File: src/rtl/seq_det_session_ctrl.sv
// Session controller around a serial pattern matcher.
// A session is armed with a match target and a bit timeout. Bits arrive over
// a valid/ready handshake, and overlapping matches are counted. The session
// ends with a one-cycle done pulse and a status code: hit, timeout or abort.
module seq_det_session_ctrl #(
  parameter int unsigned     PLEN    = 12,
  parameter logic [PLEN-1:0] PATTERN = 12'b111000000111,
  parameter int unsigned     CNT_W   = 8,
  parameter int unsigned     TO_W    = 16
) (
  input  logic             clk,
  input  logic             rst,
  input  logic             start_i,
  input  logic             abort_i,
  input  logic [CNT_W-1:0] target_i,
  input  logic [TO_W-1:0]  timeout_i,
  input  logic             bit_valid_i,
  input  logic             x_i,
  output logic             bit_ready_o,
  output logic             det_o,
  output logic             busy_o,
  output logic             done_o,
  output logic [1:0]       status_o,
  output logic [CNT_W-1:0] match_cnt_o
);

  localparam int unsigned       FILL_W   = $clog2(PLEN + 1);
  localparam logic [FILL_W-1:0] FILL_MAX = FILL_W'(PLEN);

  localparam logic [1:0] ST_NONE  = 2'b00;
  localparam logic [1:0] ST_HIT   = 2'b01;
  localparam logic [1:0] ST_TMO   = 2'b10;
  localparam logic [1:0] ST_ABORT = 2'b11;

  typedef enum logic [1:0] {S_IDLE, S_ARM, S_RUN, S_DONE} state_e;

  state_e            state_q, state_d;
  logic [CNT_W-1:0]  target_q, target_d;
  logic [TO_W-1:0]   timeout_q, timeout_d;
  logic [PLEN-1:0]   shreg_q, shreg_d;
  logic [FILL_W-1:0] fill_q, fill_d;
  logic [TO_W-1:0]   bitcnt_q, bitcnt_d;
  logic [CNT_W-1:0]  cnt_q, cnt_d;
  logic [1:0]        status_q, status_d;
  logic              det_q, det_d;

  logic              accept;
  logic              take;
  logic [PLEN-1:0]   shifted;
  logic [FILL_W-1:0] fill_inc;
  logic [TO_W-1:0]   bit_inc;
  logic [CNT_W-1:0]  cnt_inc;
  logic              match;
  logic              hit;
  logic              tmo;

  // Handshake decode and termination terms for the bit on the wire
  always_comb begin
    accept   = bit_valid_i & bit_ready_o;
    // an aborting bit is discarded: it neither shifts nor matches
    take     = accept & ~abort_i;
    shifted  = {shreg_q[PLEN-2:0], x_i};
    fill_inc = (fill_q == FILL_MAX) ? fill_q : fill_q + FILL_W'(1);
    bit_inc  = (bitcnt_q == '1) ? bitcnt_q : bitcnt_q + TO_W'(1);
    cnt_inc  = cnt_q + CNT_W'(1);
    match    = take & (fill_inc == FILL_MAX) & (shifted == PATTERN);
    hit      = match & (cnt_inc == target_q);
    tmo      = take & (timeout_q != '0) & (bit_inc == timeout_q);
  end

  // FSM state register
  always_ff @(posedge clk or posedge rst) begin
    if (rst) state_q <= S_IDLE;
    else     state_q <= state_d;
  end

  // FSM next-state logic
  always_comb begin
    state_d = state_q;
    unique case (state_q)
      S_IDLE: if (start_i) state_d = S_ARM;
      S_ARM: begin
        if ((target_q == '0) || abort_i) state_d = S_DONE;
        else                             state_d = S_RUN;
      end
      S_RUN:  if (abort_i || hit || tmo) state_d = S_DONE;
      S_DONE: state_d = S_IDLE;
      default: state_d = S_IDLE;
    endcase
  end

  // FSM outputs, decoded from the state register only
  always_comb begin
    busy_o      = (state_q == S_ARM) || (state_q == S_RUN);
    bit_ready_o = (state_q == S_RUN);
    done_o      = (state_q == S_DONE);
  end

  // Datapath next-state: session setup, bit shifting, match counting, status
  always_comb begin
    target_d  = target_q;
    timeout_d = timeout_q;
    shreg_d   = shreg_q;
    fill_d    = fill_q;
    bitcnt_d  = bitcnt_q;
    cnt_d     = cnt_q;
    status_d  = status_q;
    det_d     = 1'b0;
    unique case (state_q)
      S_IDLE: begin
        if (start_i) begin
          target_d  = target_i;
          timeout_d = timeout_i;
          shreg_d   = '0;
          fill_d    = '0;
          bitcnt_d  = '0;
          cnt_d     = '0;
          status_d  = ST_NONE;
        end
      end
      S_ARM: begin
        if (target_q == '0) status_d = ST_HIT;
        else if (abort_i)   status_d = ST_ABORT;
      end
      S_RUN: begin
        if (take) begin
          shreg_d  = shifted;
          fill_d   = fill_inc;
          bitcnt_d = bit_inc;
        end
        if (match) begin
          det_d = 1'b1;
          cnt_d = cnt_inc;
        end
        if (abort_i)  status_d = ST_ABORT;
        else if (hit) status_d = ST_HIT;
        else if (tmo) status_d = ST_TMO;
      end
      default: ;
    endcase
  end

  // Datapath registers
  always_ff @(posedge clk or posedge rst) begin
    if (rst) begin
      target_q  <= '0;
      timeout_q <= '0;
      shreg_q   <= '0;
      fill_q    <= '0;
      bitcnt_q  <= '0;
      cnt_q     <= '0;
      status_q  <= ST_NONE;
      det_q     <= 1'b0;
    end else begin
      target_q  <= target_d;
      timeout_q <= timeout_d;
      shreg_q   <= shreg_d;
      fill_q    <= fill_d;
      bitcnt_q  <= bitcnt_d;
      cnt_q     <= cnt_d;
      status_q  <= status_d;
      det_q     <= det_d;
    end
  end

  assign det_o       = det_q;
  assign status_o    = status_q;
  assign match_cnt_o = cnt_q;

endmodule

File: config.mk
export PLATFORM = sky130hd
export DESIGN_NAME = seq_det_session_ctrl
export DESIGN_NICKNAME = d
export VERILOG_FILES = /design/src/rtl/seq_det_session_ctrl.sv
export SDC_FILE = /design/constraint.sdc
export NUM_CORES = 1
export LEC_CHECK = 0
export CORE_ASPECT_RATIO = 1.5
export CORE_MARGIN = 2
export CORE_UTILIZATION = 57
export CTS_CLUSTER_DIAMETER = 100
export CTS_CLUSTER_SIZE = 30
export DETAILED_ROUTE_END_ITERATION = 16
export GPL_ROUTABILITY_DRIVEN = 0
export GPL_TIMING_DRIVEN = 0
export PLACE_DENSITY = 0.87
export SLEW_MARGIN = 10
export SYNTH_ARGS = -nofsm -noshare
export SYNTH_HDL_FRONTEND = slang
export SYNTH_SLANG_ARGS = --single-unit
File: constraint.sdc
create_clock -name clk -period 4.3 [get_ports clk]
set_clock_uncertainty 0.05 [all_clocks]
set_input_delay 0.43 -clock clk [delete_from_list [all_inputs] [get_ports clk]]
set_output_delay 0.43 -clock clk [all_outputs]
set_load 0.05 [all_outputs]
==> After elaboration in Yosys (flattened, before gate mapping) <==
Cells that the tools add are included.
{ "totals": {"reg_bits": 68, "inputBits": 30, "out_inout_bits": 14, "word_cells": 76} }
{ "classes": {"addsub": 3, "n_eq_ne": 15, "n_mux": 27, "bitwise_logic": 8, "n_reduce_logical": 14} }
{ "ops": {"columns": ["cell", "count"], "rows": [
  ["$mux W16", 3],
  ["$pmux W16 S2", 1],
  ["$mux W11", 2],
  ["$pmux W11 S2", 1],
  ["$add A16 B1 Y16 const B", 1],
  ["$eq A16 B16 Y1", 1],
  ["$eq A16 B16 Y1 const B", 1],
  ["$mux W2", 8],
  ["$mux W8", 2],
  ["$pmux W8 S2", 1],
  ["$reduce_bool A16 Y1", 1],
  ["$eq A12 B12 Y1 const B", 1],
  ["$mux W4", 3],
  ["$add A8 B1 Y8 const B", 1],
  ["$eq A4 B4 Y1 const B", 2],
  ["$eq A8 B8 Y1", 1],
  ["$logic_not A8 Y1", 1],
  ["$pmux W2 S4", 1],
  ["$pmux W4 S2", 1],
  ["$and A1 B1 Y1", 7],
  ["$ne A2 B1 Y1 const B", 3],
  ["$pmux W2 S3", 1],
  ["$reduce_and A3 Y1", 2],
  ["$add A4 B1 Y4 const B", 1],
  ["13 further kinds", 20]
]} }

==> Depth between registers and ports, before layout <==
{ "depth": {"ltp_word": 10, "ltp_mapped": 12} }

==> Least setup slack after synthesis <==
Ideal clock, no wire load.
{ "synth_path": {"path_kind": "reg2reg", "start": "register cnt_q[0] (netlist: match_cnt_o[0])", "end": "register status_q[0] (netlist: status_o[0])", "setup_ns": 0.128, "arrival_time_ns": 3.192, "t_required_ns": 4.122, "slack_ns": 0.931, "stages_incl_launch_ff": 11, "period_less_slack_ns": 3.369, "cell_sequence": "dfrtp_1 -> ha_1 -> nand3_2 -> o21a_1 -> or4b_2 -> a22oi_1 -> nand4_1 -> a31oi_1 -> a21oi_1 -> a211o_1 -> mux2_1"} }
{ "synth_between": {"elab_chain_len": 6, "word_cells_on_any_way": 8, "cone_classes": "1 x add/sub; 2 x eq/ne; 3 x mux; 1 x bitwise; 1 x reduce/logical"} }
{ "synth_rtl": {"columns": ["element", "line_no", "source"], "rows": [
  ["from (decl)", "43", "logic [CNT_W-1:0] cnt_q, cnt_d;"],
  ["from (signal assigned)", "160", "cnt_q <= cnt_d;"],
  ["$add A8 B1 Y8 (*)", "65", "cnt_inc = cnt_q + CNT_W'(1);"],
  ["$eq A8 B8 Y1 (*)", "67", "hit = match & (cnt_inc == target_q);"],
  ["$and A1 B1 Y1 (*)", "67", null],
  ["$mux W2", "136", "else if (hit) status_d = ST_HIT;"],
  ["$mux W2", "135", "if (abort_i) status_d = ST_ABORT;"],
  ["$pmux W2 S3", "109", "unique case (state_q)"],
  ["to (signal assigned)", "161", "status_q <= status_d;"],
  ["to (decl)", "44", "logic [1:0] status_q, status_d;"]
]} }
Mark *: on every way between the ends. The rest lies on a longest branch, timed or not.
A chain may end at the register's enable or synchronous reset.

==> Worst setup path after layout <==
{ "layout_path": {"start": "register cnt_q[0] (netlist: match_cnt_o[0])", "end": "register status_q[1] (netlist: status_o[1])"} }
The elaborated chain is that of the path after synthesis.

==> results_dict.tcl <==
set metrics [dict create \
    status "finished, final reports clean" \
    drcViolationCount 0 \
    clkSinkCount 68 \
    clock.fmax_ghz 0.292 \
    synth_area_sq_mm 0.00406 \
    p_leak_nw 1.97 \
    hpwl_um 7190 \
    post_cts_buffers 0 \
    top_usage_layer "met2" \
    fin_ws_ns 0.872 \
    io_buffers 43 \
    htreeDepth 3 \
    cts_buffers 9 \
    fin_crit_sh_pct 79.7 \
    slew_headroom_pct 56.0 \
    end_kind "register" \
    place_ws_ns 0.879 \
    syn_area_per_cell_sq_um 9.61 \
    slew_viol_final 0 \
    die_area_sq_mm 0.00783 \
    clockRootBuffer "clkbuf_8" \
    antenna_found_initial 0 \
    path_max_fanout 7 \
    hold_class "input port to asynchronous set/reset pin" \
    critPathRequiredTime_ns 4.49 \
    synth_flop_cell "dfrtp_1" \
    multi_input_area_sq_mm 0.00221 \
    die_w_um 72.9 \
    async_flop_share_pct 100 \
    worstPathArrival_ns 3.61 \
    ys_seq_elements 68 \
    clk_latency_ns 0.36 \
    synthesis.nets 463 \
    grt_overflow 0 \
    rsz0062_at_grt "false" \
    worst_pin_slew_ns 0.656 \
    final_util_pct 69.6 \
    setup_tns_ns 0 \
    routed_wl_um 10000 \
    crit_type "register to register" \
    fp-row-count 37 \
    ys_types 61 \
    grt_pass1_wl_um 16700 \
    grt_util_met3_pct 5.99 \
    viasPerCell 6.39 \
    grt_pass1_vias 3510 \
    grt_max_degree 60 \
    synth_warnings 0 \
    power_mw 2.51 \
    cts_tree "done" \
    ios 44 \
    drt-initial-drc-count 260 \
    area_growth_pct 18.2 \
    cts.hold.buffers_added 0 \
    met2_usage_pct 45.3 \
    diodes 0 \
    hold_viol_final 0 \
    cts_resized 0 \
    drive_gt1_share_pct 11.4 \
    setup_viol 0 \
    p_per_area_mw_per_mm2 523 \
    seq_area_sq_mm 0.00170 \
    vias 3582 \
    finalNetCount 518 \
    wire_per_inst_um 17.8 \
    ant_nets 0 \
    postPlaceCellArea_sq_mm 0.00462 \
    cts.clk_slew.worst_paths_ns 0.07 \
    ys_seq_area_share_pct 41.9 \
    clock_path_buffers 2 \
    synth_cells 423 \
    synth-edff-count 0 \
    cap_violations 0 \
    reg2reg_depth 10 \
    initial_utilization_pct 58.9 \
    design_area_sq_mm 0.00480 \
    coreArea_sq_mm 0.00690 \
    startpoint_type "register" \
    fillerInstances 497 \
    grt_use_total_pct 27.6 \
    first_pass_iters 5 \
    min_period_ns 3.43 \
    grt_use_met1_pct 33.4 \
    die_h_um 107 \
    vdd_drop_max_mv 0.392 \
]
==> cells in the mapped netlist, types with 2 or more instances <==
library cell	count	area share (%)
a2111oi_0	2	0.43
a211o_1	3	0.65
a21oi_1	23	2.8
a22o_1	13	2.8
a31oi_1	7	1.1
and2_1	5	0.77
and3_1	4	0.62
and4_1	3	0.65
buf_2	6	0.74
buf_4	2	0.37
clkbuf_1	14	1.3
dfrtp_1	68	42
ha_1	10	3.1
inv_1	13	1.2
mux2_1	2	0.55
mux2_2	25	6.9
mux2i_1	3	0.74
nand2_1	33	3.0
nand2b_1	3	0.46
nand3_1	12	1.5
nand4_1	9	1.4
nor2_1	22	2.0
nor2b_1	8	1.2
nor3_1	8	0.99
nor3b_1	2	0.37
nor4_1	5	0.77
nor4b_1	3	0.65
o211ai_1	2	0.37
o21a_1	5	0.92
o21ai_0	37	4.6
o21ai_1	3	0.37
o21bai_1	2	0.37
o31ai_1	8	1.5
o41ai_1	3	0.65
or3_1	2	0.31
or4_1	3	0.55
xnor2_1	17	3.7
xor2_1	10	2.2
==> area by class of cell <==
class | count | share of cell area [%]
inverters | 13 | 1.07
plain buffers | 23 | 2.11
clock inverters | 1 | 0.104
multi-input cells | 319 | 46.1
well taps | 78 | 2.03
repair buffers | 44 | 9.53
clock buffers | 15 | 3.67
flip-flops and latches | 68 | 35.4
==> routing by layer <==
layer / up-vias / wire, um
met5: - / 0
met1: 1728 / 3930
li1: 1668 / -
met3: 30 / 512
met4: 0 / 342
met2: 156 / 5220
==> critical path: stages, from the launching register on <==
cell and delay (ns):
dfrtp_1 0.47, ha_1 0.32, nand3_2 0.17, o21a_1 0.25, or4b_2 0.63, a22oi_1 0.20, nand4_1 0.22, a31oi_1 0.23
a21oi_1 0.11, a211o_1 0.35, mux2_1 0.32
==> layout by cell type (no fill, tap or decap), drive strengths merged, types with 3 or more instances in the layout <==
cell type,count
nand2b,3
dfrtp,68
buf,10
inv,13
nor4,7
nor4b,3
a21oi,23
a211o,3
o31ai,8
nor2b,8
nand2,33
ha,10
and3,4
mux2,27
nand3,13
xnor2,17
or4,4
nor3,8
and4,3
nand4,10
o21a,5
nor2,22
o21ai,40
a22o,13
clkbuf,29
mux2i,3
clkdlybuf4s50,43
xor2,10
a31oi,7
o41ai,3
and2,5
==> state kept, by name, summed over array words and instances (netlist names) <==
register	count
match_cnt_o	8
shreg_q	11
timeout_q	16
target_q	8
det_o	1
fill_q	4
state_q	2
bitcnt_q	16
status_o	2
==> logic make-up (layout without fill, tap and decap cells) <==
group                    count (synthesis)  after routing  share of synthesized area (%)
AO/OA/AOI/OAI                          122            122                           19.5
XOR/XNOR                                27             27                           5.82
adder cells (fa/ha/maj)                 10             10                           3.08
buffers and inverters                   36             96                           3.69
flip-flops                              68             68                           41.9
multiplexers                            30             30                           8.22
AND/OR/NAND/NOR                        130            130                           17.8
==> final timing paths <==
check | from | endpoint | slack, ns
setup / recovery | match_cnt_o[0] | status_o[1] | 0.87
setup reg to reg | match_cnt_o[0] | status_o[1] | 0.87
min in group clk | status_o[0] | status_o[0] | 0.46
hold / removal | rst | shreg_q[4] | 0.28
hold reg to reg | status_o[0] | status_o[0] | 0.46
max in group asynchronous | rst | timeout_q[9] | 3.41
==> per-stage QoR <==
step / hold slack (ns) / instances
3_5_place_dp: 0.440 / 545
6_report: 0.276 / 561
3_3_place_gp: 0.437 / 544
2_1_floorplan: 0.423 / 423
4_1_cts: 0.271 / 561
5_1_grt: 0.277 / 561
==> where the power goes <==
group | switching (mW) | total (mW) | internal [mW]
Combinational | 0.569 | 1.05 | 0.477
Clock | 0.235 | 0.491 | 0.257
Sequential | 0.176 | 0.972 | 0.797
Power figures use the tool's default switching activity.
